File: src/rtl/control_macros.sv
// ============================================================================
//  Module      : control_macros (macro definitions, no module)
//  Description : Result-select encodings shared by the decode and
//                writeback stages.
//  Revision    : 1.0 - initial release
// ============================================================================
`default_nettype none

`ifndef CONTROL_MACROS_SV
`define CONTROL_MACROS_SV

`define RESULT_ALU      3'd0
`define RESULT_MEM      3'd1
`define RESULT_PCTARGET 3'd2
`define RESULT_PCPLUS4  3'd3
`define RESULT_IMM_EXT  3'd4
`define RESULT_CSR      3'd5

`endif

`default_nettype wire

File: src/rtl/pipeline_pkg.sv
// ============================================================================
//  Module      : pipeline_pkg
//  Description : Shared typedefs and CSR address constants for the
//                writeback stage and its WB pipeline register.
//  Revision    : 1.0 - initial release
// ============================================================================
`default_nettype none

package pipeline_pkg;

    localparam logic [11:0] c_csr_minstret_addr  = 12'hB02;
    localparam logic [11:0] c_csr_minstreth_addr = 12'hB82;

    typedef struct packed {
        logic [31:0] instr;
        logic [4:0]  rd;
        logic        valid;
    } wb_meta_t;

    typedef struct packed {
        logic        reg_write;
        logic        csr_we;
        logic [2:0]  result_src;
        logic [11:0] csr_addr;
    } wb_control_t;

    typedef struct packed {
        logic [31:0] reduced_data;
        logic [31:0] alu_result;
        logic [31:0] pc_target;
        logic [31:0] pc_plus4;
        logic [31:0] imm_ext;
        logic [31:0] csr_data;
        logic [31:0] csr_result;
    } wb_data_t;

    typedef struct packed {
        wb_meta_t    meta;
        wb_control_t ctrl;
        wb_data_t    data;
    } wb_bundle_t;

endpackage

`default_nettype wire

File: src/rtl/flop.sv
// ============================================================================
//  Module      : flop
//  Description : Generic enabled register with synchronous active-high reset.
//  Revision    : 1.0 - initial release
// ============================================================================
`default_nettype none

module flop #(
    parameter int WIDTH = 32
) (
    input  logic             clk_i,
    input  logic             reset_i,
    input  logic             en_i,
    input  logic [WIDTH-1:0] d_i,
    output logic [WIDTH-1:0] q_o
);

    logic [WIDTH-1:0] r_q;

    // Register: clear on reset, capture D when enabled, otherwise hold.
    always_ff @(posedge clk_i) begin
        if (reset_i) begin
            r_q <= '0;
        end else if (en_i) begin
            r_q <= d_i;
        end
    end

    assign q_o = r_q;

endmodule

`default_nettype wire

File: src/rtl/writeback_stage_instret_counter.sv
// ============================================================================
//  Module      : instret_counter
//  Description : 64-bit retired-instruction counter (minstret/minstreth)
//                with independent 32-bit word writes that override counting.
//  Revision    : 1.0 - initial release
// ============================================================================
`default_nettype none

module instret_counter (
    input  logic        clk_i,
    input  logic        reset_i,
    input  logic        inc_i,
    input  logic        wr_lo_i,
    input  logic        wr_hi_i,
    input  logic [31:0] wdata_i,
    output logic [63:0] count_o
);

    logic [63:0] r_count;

    // Counter: a CSR write to either half suppresses the increment that cycle,
    // so the writing instruction itself is never counted.
    always_ff @(posedge clk_i) begin
        if (reset_i) begin
            r_count <= 64'd0;
        end else if (wr_lo_i) begin
            r_count[31:0] <= wdata_i;
        end else if (wr_hi_i) begin
            r_count[63:32] <= wdata_i;
        end else if (inc_i) begin
            r_count <= r_count + 64'd1;
        end
    end

    assign count_o = r_count;

endmodule

`default_nettype wire

File: src/rtl/writeback_stage.sv
// ============================================================================
//  Module      : writeback_stage
//  Description : Final pipeline stage. Registers memory-stage outputs, selects
//                the regfile write value, drives regfile/CSR write ports,
//                produces one retire pulse per instruction and keeps the
//                64-bit retired-instruction counter.
//  Revision    : 1.0 - initial release
// ============================================================================
`default_nettype none

`include "control_macros.sv"

module writeback_stage
    import pipeline_pkg::*;
#(
    parameter logic [11:0] CSR_MINSTRET_ADDR  = c_csr_minstret_addr,
    parameter logic [11:0] CSR_MINSTRETH_ADDR = c_csr_minstreth_addr
) (
    input  logic        clk_i,
    input  logic        reset_i,
    input  logic [31:0] instr_mem_i,
    input  logic [31:0] reduced_data_mem_i,
    input  logic [31:0] alu_result_mem_i,
    input  logic [31:0] pc_target_mem_i,
    input  logic [31:0] pc_plus4_mem_i,
    input  logic [31:0] imm_ext_mem_i,
    input  logic [31:0] csr_data_mem_i,
    input  logic [31:0] csr_result_mem_i,
    input  logic [11:0] csr_addr_mem_i,
    input  logic [4:0]  rd_mem_i,
    input  logic        valid_mem_i,
    input  logic        reg_write_mem_i,
    input  logic        csr_we_mem_i,
    input  logic [2:0]  result_src_mem_i,
    input  logic        stall_wb_i,
    input  logic        flush_wb_i,
    output logic [31:0] result_wb_o,
    output logic [4:0]  rd_wb_o,
    output logic        reg_write_wb_o,
    output logic        csr_we_wb_o,
    output logic [11:0] csr_addr_wb_o,
    output logic [31:0] csr_wdata_wb_o,
    output logic [31:0] instr_wb_o,
    output logic        valid_wb_o,
    output logic        retire_o,
    output logic [63:0] instret_o
);

    localparam int c_bundle_w = $bits(wb_bundle_t);

    wb_bundle_t  w_bundle_in;
    wb_bundle_t  w_bundle_d;
    wb_bundle_t  r_wb_q;
    logic        w_wb_en;
    logic        r_retired;
    logic        w_first;
    logic        w_csr_we;
    logic [31:0] w_result;

    // Pack the memory-stage outputs into the WB bundle.
    always_comb begin
        w_bundle_in                      = '0;
        w_bundle_in.meta.instr           = instr_mem_i;
        w_bundle_in.meta.rd              = rd_mem_i;
        w_bundle_in.meta.valid           = valid_mem_i;
        w_bundle_in.ctrl.reg_write       = reg_write_mem_i;
        w_bundle_in.ctrl.csr_we          = csr_we_mem_i;
        w_bundle_in.ctrl.result_src      = result_src_mem_i;
        w_bundle_in.ctrl.csr_addr        = csr_addr_mem_i;
        w_bundle_in.data.reduced_data    = reduced_data_mem_i;
        w_bundle_in.data.alu_result      = alu_result_mem_i;
        w_bundle_in.data.pc_target       = pc_target_mem_i;
        w_bundle_in.data.pc_plus4        = pc_plus4_mem_i;
        w_bundle_in.data.imm_ext         = imm_ext_mem_i;
        w_bundle_in.data.csr_data        = csr_data_mem_i;
        w_bundle_in.data.csr_result      = csr_result_mem_i;
    end

    // Flush overrides stall: it forces the enable and zeroes the D input.
    assign w_wb_en    = ~stall_wb_i | flush_wb_i;
    assign w_bundle_d = flush_wb_i ? wb_bundle_t'('0) : w_bundle_in;

    flop #(
        .WIDTH (c_bundle_w)
    ) u_wb_reg (
        .clk_i   (clk_i),
        .reset_i (reset_i),
        .en_i    (w_wb_en),
        .d_i     (w_bundle_d),
        .q_o     (r_wb_q)
    );

    // Retired flag: remembers that the held instruction already pulsed retire,
    // so a stall does not retire it again. Any register update clears it.
    always_ff @(posedge clk_i) begin
        if (reset_i) begin
            r_retired <= 1'b0;
        end else if (w_wb_en) begin
            r_retired <= 1'b0;
        end else if (w_first) begin
            r_retired <= 1'b1;
        end
    end

    assign w_first  = r_wb_q.meta.valid & ~r_retired;
    assign w_csr_we = r_wb_q.ctrl.csr_we & w_first;

    // Result mux: select the regfile write value from the registered fields.
    always_comb begin
        w_result = 32'h0;
        case (r_wb_q.ctrl.result_src)
            `RESULT_ALU:      w_result = r_wb_q.data.alu_result;
            `RESULT_MEM:      w_result = r_wb_q.data.reduced_data;
            `RESULT_PCTARGET: w_result = r_wb_q.data.pc_target;
            `RESULT_PCPLUS4:  w_result = r_wb_q.data.pc_plus4;
            `RESULT_IMM_EXT:  w_result = r_wb_q.data.imm_ext;
            `RESULT_CSR:      w_result = r_wb_q.data.csr_data;
            default:          w_result = 32'h0;
        endcase
    end

    instret_counter u_instret (
        .clk_i   (clk_i),
        .reset_i (reset_i),
        .inc_i   (w_first),
        .wr_lo_i (w_csr_we && (r_wb_q.ctrl.csr_addr == CSR_MINSTRET_ADDR)),
        .wr_hi_i (w_csr_we && (r_wb_q.ctrl.csr_addr == CSR_MINSTRETH_ADDR)),
        .wdata_i (r_wb_q.data.csr_result),
        .count_o (instret_o)
    );

    assign result_wb_o    = w_result;
    assign rd_wb_o        = r_wb_q.meta.rd;
    assign reg_write_wb_o = r_wb_q.ctrl.reg_write & r_wb_q.meta.valid
                            & (r_wb_q.meta.rd != 5'd0);
    assign csr_we_wb_o    = w_csr_we;
    assign csr_addr_wb_o  = r_wb_q.ctrl.csr_addr;
    assign csr_wdata_wb_o = r_wb_q.data.csr_result;
    assign instr_wb_o     = r_wb_q.meta.instr;
    assign valid_wb_o     = r_wb_q.meta.valid;
    assign retire_o       = w_first;

endmodule

`default_nettype wire

File: config.mk
export PLATFORM = sky130hd
export DESIGN_NAME = writeback_stage
export DESIGN_NICKNAME = d
export VERILOG_FILES = /design/src/rtl/pipeline_pkg.sv /design/src/rtl/flop.sv /design/src/rtl/writeback_stage_instret_counter.sv /design/src/rtl/writeback_stage.sv
export VERILOG_INCLUDE_DIRS = /design/src /design/src/rtl
export SDC_FILE = /design/constraint.sdc
export NUM_CORES = 1
export LEC_CHECK = 0
export CORE_UTILIZATION = 48
export CTS_BUF_LIST = sky130_fd_sc_hd__clkbuf_16
export DETAILED_ROUTE_END_ITERATION = 10
export PLACE_DENSITY = 0.87
export RECOVER_POWER = 50
export SYNTH_ARGS = -nofsm -noshare
export SYNTH_HDL_FRONTEND = slang
export SYNTH_SLANG_ARGS = --single-unit
export TNS_END_PERCENT = 5
File: constraint.sdc
create_clock -name clk_i -period 3.3 [get_ports clk_i]
set_clock_uncertainty 0.15 [all_clocks]
set_input_delay 0.825 -clock clk_i [delete_from_list [all_inputs] [get_ports clk_i]]
set_output_delay 0.825 -clock clk_i [all_outputs]
set_load 0.01 [all_outputs]
==> results of run 1 <==
[stage by stage]
stage / worst slack (ps) / cells / area [sq um] / power (mW) / TNS [ps]
floorplan: 694 / 1732 / 15600 / 5.10 / 0
global placement: 491 / 2468 / 20100 / 5.74 / 0
detailed placement: 377 / 2468 / 20100 / 5.78 / 0
CTS: -18.3 / 2536 / 21400 / 10.1 / -18.3
global route: -61.5 / 2540 / 21400 / 10.3 / -407
finish: -19.7 / 2540 / 21400 / 10.0 / -19.7
[cells by family (layout without fill, tap and decap cells)]
group | after synthesis | in the layout | synth area share (%)
simple gates | 621 | 621 | 18.3
mux | 279 | 279 | 17.9
fa+ha+maj | 1 | 1 | 0.0800
compound gates | 278 | 278 | 12.4
other cells | 0 | 4 | 0
buf+inv | 209 | 578 | 7.32
flops | 344 | 344 | 44.0
[flip-flops by register name (all words and copies together) (netlist names)]
register / flops
u_instret.count_o: 64
u_wb_reg.q_o: 279
r_retired: 1
[routing by layer]
metal  GRT usage [%]  part of all wire [%]  vias to the layer above
li1                -                     -                     6824
met4            14.2                   4.6                        2
met1            36.2                    37                     7066
met2            53.4                    49                      878
met3            7.32                   9.6                      173
met5               0                 0.030                        -
[cells in the final DEF, fill, tap and decap left out, drive strengths merged, types with 5 or more instances in the layout]
| cell | synthesis | final |
|---|---|---|
| a21o | 5 | 5 |
| or3 | 17 | 17 |
| and2 | 9 | 9 |
| nand4 | 22 | 22 |
| o211ai | 20 | 20 |
| dfxtp | 344 | 344 |
| a22o | 7 | 7 |
| bufinv | 0 | 5 |
| nand3 | 71 | 71 |
| o21ai | 29 | 29 |
| or4 | 12 | 12 |
| nand2 | 81 | 81 |
| clkdlybuf4s50 | 0 | 448 |
| buf | 99 | 40 |
| a31oi | 17 | 17 |
| and4 | 10 | 10 |
| nor3b | 7 | 7 |
| and3 | 14 | 14 |
| o31ai | 6 | 6 |
| dlygate4sd2 | 0 | 8 |
| nor3 | 15 | 15 |
| nor2 | 336 | 336 |
| clkbuf | 103 | 42 |
| clkinv | 0 | 15 |
| a21oi | 42 | 42 |
| mux2i | 279 | 279 |
| nor4 | 10 | 10 |
| a22oi | 124 | 124 |
| inv | 7 | 14 |
[critical path, delay by kind of cell (launching register included)]
kind,cells,cell delay [ps]
AO/OA/AOI/OAI,1,140
AND/OR/NAND/NOR,2,420
flip-flops,1,430
buffers and inverters,2,810
[report_power, final]
group          total [mW]  switching, mW  leakage (nW)  internal, mW
combinational        1.21          0.507          5.09         0.708
sequential           4.49          0.180          2.80          4.31
clock                4.29           1.74         0.628          2.55
[worst max-delay path by stage]
stage	to	slack (ps)
finish	result_wb_o[14]	-20
global route	result_wb_o[14]	-60
CTS	result_wb_o[21]	-20
detailed placement	result_wb_o[19]	380
global placement	result_wb_o[22]	490
floorplan	u_instret.count_o[46]	690
[cell type report]
| cell class | count | share of cell area (%) |
|---|---|---|
| Antenna cell | 4 | 0.0468 |
| Clock buffer | 39 | 4.56 |
| Clock inverter | 28 | 1.31 |
| Inverter | 7 | 0.123 |
| Multi-Input combinational cell | 1179 | 35.7 |
| Sequential cell | 344 | 32.2 |
| Tap cell | 435 | 2.54 |
| Timing Repair Buffer | 504 | 23.5 |
[what timing repair did]
item | in CTS | in global routing
pin swaps | 0 | 0
cloned | 1 | 0
setup endpoints to repair | 32 | 21
gates resized for setup | 19 | 10
hold buffers | 0 | 0
==> results.md, run 1 <==
Timing:
- For the pin with the worst max-slew slack, the measured transition is roughly 1300 ps.
- The final worst-path cycle share is 101%.
- The number of pins exceeding their max-slew limit in the final report was 0.
- The total count of hold-check failures in the final report was 0.
- On the final layout, the worst hold slack is around 350 ps.
- Setup violations remaining at the end of the flow were counted as 1.
- Derived from the worst setup path, the maximum achievable clock frequency is around 300 MHz.
- Once routing completed, OpenROAD measured the worst setup slack at -19.7 ps.
- The worst pin sits at a relative slew slack of 10.4%.
- Setup repair after global routing could not meet its margin everywhere.
- The shortest period the worst path allows is 3320 ps.

Min path:
- In this run the worst hold path is classified as reg -> reg.
- The hold-critical path endpoint is u_wb_reg.q_o[254].
- The worst hold path was traced through 2 stages.
- The origin of the worst min-delay path is u_wb_reg.q_o[254].

Critical path:
- The signal on the critical path passes through nor3b_2, buf_6, a22oi_1, nand3_1, clkdlybuf4s50_1.
- The critical path class is reg -> out.
- The required arrival time at the worst endpoint is around 2300 ps.
- The signal arrival time at the worst endpoint is around 2300 ps.
- The startpoint of the most critical setup path is u_wb_reg.q_o[236].
- In this run the worst path has a maximum fanout of 21.
- In this run the critical register-to-register path is launched from u_instret.count_o[0].
- The worst setup slack for register-to-register paths is ~420 ps.
- The category of the worst setup path launch point is a flip-flop.
- The category of the worst setup path capture point is an output pin.
- The biggest cell delay along the critical path is 550 ps.
- For this design, the slowest cell found on the critical path is sky130_fd_sc_hd__clkdlybuf4s50_1.
- The worst reg2reg path depth is 7.
- In this run the critical register-to-register path is captured at u_instret.count_o[54].

Die:
- In this run the count of I/O pins placed on the die edge is 464.
- The floorplan step set the die width to approximately 180 um.
- For this configuration, the core starts out at a cell density of 49.2%.
- The area of the core region is about 0.032 sq mm.
- The vertical die dimension is approximately 180 um.
- The area of the die is ~0.033 sq mm.
- Row generation in the floorplan step produced 65 rows.

CTS:
- Counting every sink on the clock net gives between 300 and 400.
- The register clock-pin slew on the reported worst setup and hold paths is around 60 ps.
- The number of buffers on the longest clock path is 3.
- The clock tree from TritonCTS is built.
- In this run the number of H-tree levels came out at 2.
- Clock tree synthesis selected as its root buffer the cell sky130_fd_sc_hd__clkbuf_16.
- At the later pin of the worst-skew pair, clock insertion delay measures between 500 and 600 ps.
- In this run, CTS created clock tree buffers numbering 38.
- In this run the post-CTS setup repair buffer count came out at 0.

Logic synthesis:
- The proportion of synthesized flip-flops having asynchronous set or reset is 0%.
- Of all cell types, the one taking the most synthesized area is sky130_fd_sc_hd__dfxtp_1.
- The synthesized design devotes to its leading area cell type approximately 44% of total area.
- Ranked by instance count, the synthesized netlist is headed by 344 x sky130_fd_sc_hd__dfxtp_1, 336 x sky130_fd_sc_hd__nor2_1, 279 x sky130_fd_sc_hd__mux2i_1, 124 x sky130_fd_sc_hd__a22oi_1, 97 x sky130_fd_sc_hd__clkbuf_1.
- By instance count, the leading cell after synthesis is sky130_fd_sc_hd__dfxtp_1.
- Ranked by total cell area, the synthesized netlist is headed by sky130_fd_sc_hd__dfxtp_1 44%, sky130_fd_sc_hd__mux2i_1 18%, sky130_fd_sc_hd__nor2_1 8.1%, sky130_fd_sc_hd__a22oi_1 6.0%, sky130_fd_sc_hd__buf_4 3.9%.
- The number of nets in the synthesized netlist is 2016.
- After synthesis, the mean cell area works out to between 9 and 10 sq um.
- The sequential fraction of the synthesis area is between 40 and 50%.
- Yosys mapped the design onto 64 distinct sky130hd cell types.
- The predominant post-synthesis flop cell is sky130_fd_sc_hd__dfxtp_1.
- The warning count from the yosys run is 0.
- Counting flops with a built-in enable in the synthesized netlist gives 0.
- The post-synthesis instance area is ~0.016 sq mm.
- Synthesis handed over a netlist of about 1700 instances.
- The register bit total from synthesis is between 300 and 400.

Run status:
- The final reports fail on setup timing.
- The flow ran to the end, but the final reports show violations.

Finish:
- The final-layout fill cell count is 2392.
- The fraction of the core area covered by cells at the end of the flow is between 60% and 70%.
- The fraction of final layout cells sized beyond drive strength 1 is ~5.5%.
- The sequential cells in the finished layout cover a total of between 0.006 and 0.007 sq mm.
- The area growth from synthesis to layout is 36.9%.
- The area of the multi-input gates is 0.00764 sq mm.
- The final net count is ~2400.

Placement:
- The HPWL reported at the end of detailed placement is approximately 38000 um.
- The routability congestion estimate from global placement is between 0.9 and 1.
- The total of buffers placed on input and output ports is ~460.

Global routing:
- The first global-routing pass estimated ~81000 um of wire.
- The maximum number of pins on one net before global-route repair is around 120.
- For this run the aggregate overflow at the end of global routing stands at 0.
- The number of antenna violations at the first check in global routing is 5.
- The via count of the first global-routing pass is approximately 14000.
- Global routing consumed, over all layers together, between 30% and 40% of the routing resources.

Routing:
- The total wire length after detailed routing is roughly 53000 um.
- In the final routed layout, each cell accounts on average for between 20 and 25 um.
- The initial DRC count is ~1400.
- The number of remaining DRC errors is 0.
- Before antenna repair, the detailed router went through 6 iterations.
- In the routed layout, each cell is associated on average with a via count of around 5.9.
- The detailed-route via count is 14943.
- The post-detailed-route count of antenna-violating nets is 0.

Power:
- IR analysis of the VDD net gives a maximum drop of between 0.0003 and 0.0004 V.
- Power spread over the standard cell area amounts to ~470 mW/mm^2.
- The leakage power summed over all cells is roughly 8.5 nW.

Flow run:
- The number of max-capacitance violations reported is 0.
(Power assumes the default switching activity.)
==> inputs of run 2 (changes only) <==
--- a/config.mk
+++ b/config.mk
@@ -6,12 +6,13 @@
 export SDC_FILE = /design/constraint.sdc
 export NUM_CORES = 1
 export LEC_CHECK = 0
-export CORE_UTILIZATION = 48
+export CORE_UTILIZATION = 50
 export CTS_BUF_LIST = sky130_fd_sc_hd__clkbuf_16
 export DETAILED_ROUTE_END_ITERATION = 10
-export PLACE_DENSITY = 0.87
+export PLACE_DENSITY = 0.88
 export RECOVER_POWER = 50
 export SYNTH_ARGS = -nofsm -noshare
 export SYNTH_HDL_FRONTEND = slang
+export SYNTH_HIERARCHICAL = 1
 export SYNTH_SLANG_ARGS = --single-unit
 export TNS_END_PERCENT = 5
==> run 2 against run 1 <==
  * The flow finishes with violations (capacitance limit, slew limit, setup timing)
  * Count of clock-buffer cells in the layout is the same
  * Global-route usage rose by 3.0 points
  * Design area rose by 13%
  * Sequential share of layout area fell by 3.7 points
==> results.md, run 2 <==
Run status:
- The flow ran to the end, but the final reports show violations.
- The final reports fail on capacitance limit, slew limit, setup timing.

Die:
- From bottom edge to top edge, the die measures around 190 um.
- For this configuration, the core starts out at a cell density of 51.4%.
- For this design the top-level I/O count stands at between 400 and 500.
- The area of the die is around 0.037 sq mm.
- Row generation in the floorplan step produced 68 rows.
- Measured along the x axis, the die boundary spans 191 um.
- The floorplan step defined a core boundary enclosing between 0.03 and 0.04 sq mm.

Logic synthesis:
- The number of nets in the synthesized netlist is 2305.
- The cell taking the most area after synthesis is sky130_fd_sc_hd__dfxtp_1.
- During synthesis, Yosys emitted a total of 6 warnings.
- The share of synthesized area in the top cell type comes to between 30% and 40%.
- Counting distinct cell types in the post-synthesis netlist gives 69.
- Counting flops with a built-in enable in the synthesized netlist gives 0.
- For this run, the leading register cell type out of synthesis is sky130_fd_sc_hd__dfxtp_1.
- Averaged over all synthesized cells, the footprint is 8.86 sq um.
- The cell count after synthesis is approximately 2000.
- Sorting the synthesized cells by how often they occur yields 357 x sky130_fd_sc_hd__nor2_1, 351 x sky130_fd_sc_hd__mux2i_1, 344 x sky130_fd_sc_hd__dfxtp_1, 287 x sky130_fd_sc_hd__nor2b_1, 75 x sky130_fd_sc_hd__clkbuf_1.
- The most common cell in the synthesized netlist is sky130_fd_sc_hd__nor2_1.
- Summing the sequential cell areas from Yosys gives between 30% and 40% of the chip area.
- After synthesis, the cell types taking the most area are sky130_fd_sc_hd__dfxtp_1 38%, sky130_fd_sc_hd__mux2i_1 20%, sky130_fd_sc_hd__nor2b_1 10%, sky130_fd_sc_hd__nor2_1 7.5%, sky130_fd_sc_hd__clkbuf_1 1.6%.
- The register bit total from synthesis is 344.
- The cell area that synthesis handed to floorplanning was roughly 0.018 sq mm.
- Of all flip-flops after synthesis, the portion carrying an async set or reset was 0%.

Finish:
- The top cell types in the final layout, fill and taps aside, are 432 x sky130_fd_sc_hd__clkdlybuf4s50_1, 353 x sky130_fd_sc_hd__nor2_1, 344 x sky130_fd_sc_hd__mux2i_1, 341 x sky130_fd_sc_hd__dfxtp_1, 287 x sky130_fd_sc_hd__nor2b_1.
- The fraction of final layout cells sized beyond drive strength 1 is between 6 and 7%.
- The final-layout fill cell count is around 2600.
- The area occupied by registers is 0.00690 sq mm.
- The most common cell after layout, fill and taps aside is sky130_fd_sc_hd__clkdlybuf4s50_1.
- The flip-flop count of the largest register, all copies and words added is approximately 280.
- The final layout contains approximately 2700 nets.
- Excluding fillers, the count of instances in the completed layout stands at just under 3000.
- Compared with the post-synthesis result, the final layout area differs by 34.8%.
- The area of the multi-input gates is ~0.01 sq mm.
- The fraction of the core area covered by cells at the end of the flow is slightly below 70%.
- The final design instance area without fill is 0.0242 sq mm.

Critical path:
- The worst reg2reg path endpoint is u_instret/count_o[48].
- The critical path endpoint is result_wb_o[27].
- The worst setup slack for register-to-register paths is 330 ps.
- Among all stages on the critical path, the largest delay is contributed by sky130_fd_sc_hd__clkdlybuf4s50_1.
- The category of the worst setup path capture point is an output pin.
- The signal on the critical path passes through inv_1, buf_4, a311o_1, clkdlybuf4s50_1.
- Data arrives at the worst endpoint at about 2400 ps.
- The critical path class is reg -> out.
- Of all nets on the critical path, the largest fanout is 18.
- The worst reg2reg path depth is 7.
- The worst setup path is launched from a flip-flop.
- The critical path starts at u_wb_reg/q_o[238].
- In this design, the stage delay of the slowest critical-path cell is around 560 ps.
- The worst register-to-register path begins at u_wb_reg/q_o[226].
- STA puts the critical path data required time at 2320 ps.

Placement:
- The worst slack at placement is between 300 and 400 ps.
- The placed instances occupy a cell area of about 0.023 sq mm.
- After legalization and detailed placement, the total HPWL measured about 47000 um.
- The routability congestion estimate from global placement is 0.966.
- The total of buffers placed on input and output ports is between 400 and 500.
- Including well taps, the total number of placed cells is between 2000 and 3000.

Routing:
- Dividing the detail-routed wire length by the instance count gives 22.2 um.
- The detailed router finished its first iteration with around 1700 violations.
- Across all layers, the routed design uses between 15000 and 20000 vias.
- The post-detailed-route count of antenna-violating nets is 0.
- Before antenna repair, the detailed router went through 6 iterations.
- For this run, design rule violations remaining after detail routing come to 0.
- In the routed layout, each cell is associated on average with a via count of slightly below 6.
- For this block, the routed nets add up to between 60000 and 70000 um of wire.

Timing:
- The final worst-path cycle share is 103%.
- The final worst-path setup slack is -85.0 ps.
- The total count of hold-check failures in the final report is 0.
- Setup repair after global routing could not meet its margin everywhere.
- The worst slack on hold paths is around 340 ps.
- The slew at the pin closest to its max-slew limit is around 1600 ps.
- The total negative slack is -232 ps.
- The shortest period the worst path allows is 3380 ps.
- The worst pin sits at a relative slew slack of -7.59%.
- The final-report setup violation count is 5.
- The number of pins exceeding their max-slew limit in the final report is about 140.
- Static timing analysis puts the maximum clock frequency at 295 MHz.

Power:
- The largest voltage drop on the vdd net is around 0.00032 V.
- In this run the power density over the cells is roughly 420 mW/mm^2.
- Power comes to about 10 mW.
- The leakage power summed over all cells is between 10 and 15 nW.

Global routing:
- The number of antenna violations at the first check in global routing came to 13.
- In the global route stage, overall resource usage came out at about a third.
- After global routing the overflow that remains totals 0.
- The first global-routing pass estimated 95500 um of wire.
- Entering global routing, the biggest net connects around 140 pins.
- The via count of the first global-routing pass is 16343.

CTS:
- The post-cts hold buffer count is 0.
- In this run the number of H-tree levels came out at 2.
- The clock tree from TritonCTS is built.
- The register clock-pin slew on the reported worst setup and hold paths is 60 ps.
- For the worst-skew pair, the clock arrives at the later sink with an insertion delay of roughly 540 ps.
- The clock root buffer master is sky130_fd_sc_hd__clkbuf_16.
- The longest clock path from root to sink contains 3 buffers.
- The TritonCTS buffer count is 39.
- Clock tree synthesis found a total of around 340 sinks.

Flow run:
- Across the run, the number of max-cap violations was 1.

Min path:
- In this run the worst hold path is classified as reg -> reg.
- The origin of the worst min-delay path is u_wb_reg/q_o[257].
## run 2: kinds of logic after synthesis
group | synth area share, %
and+or+nand+nor | 26.3
muxes | 20.1
DFF | 38.4
AOI/OAI and AO/OA | 8.02
buffers and inverters | 5.73
xor gates and xnor gates | 1.37
adders and majority gates | 0.0698
## run 2: area by class of cell
cell class	instances	share of cell area, %
Multi-Input combinational cell	1500	41.7
Sequential cell	344	28.5
Timing Repair Buffer	528	22.1
Clock buffer	39	4.04
Tap cell	455	2.36
Clock inverter	32	0.829
Inverter	19	0.295
Antenna cell	13	0.135
## run 2: metal layers
metal  vias to the layer above  GRT usage, %  part of all wire, %
met2                       957          56.3                   47
met3                       189          5.56                  8.4
met4                         0          18.8                  5.4
li1                       7857             -                    -
met5                         -             0                    0
met1                      8150          41.7                   39
## run 2: worst min path at each step
stage	end	slack, ps	cells after the start
after floorplan	u_wb_reg/q_o[171]	300	2
after global placement	u_wb_reg/q_o[239]	320	2
after detailed placement	u_wb_reg/q_o[167]	330	2
after CTS	u_wb_reg/q_o[122]	350	2
after global routing	u_wb_reg/q_o[134]	360	2
final	u_wb_reg/q_o[257]	340	2
## run 2: timing repair
item                       4_1_cts  5_1_grt
gates cloned                     2        0
setup buffers                    7        0
gates resized for setup         26       30
setup endpoints to repair       32       23
## run 2: where the power goes
part           switching (mW)  leakage (nW)  internal (mW)
Clock                    1.82         0.598           2.24
Sequential              0.195          2.81           4.34
Combinational           0.696          6.98          0.866
## run 2: critical path, delay by kind of cell, from the launching register on
family | cells | cell delay, ps
DFF | 1 | 420
AOI/OAI and AO/OA | 1 | 220
buffers and inverters | 3 | 1220
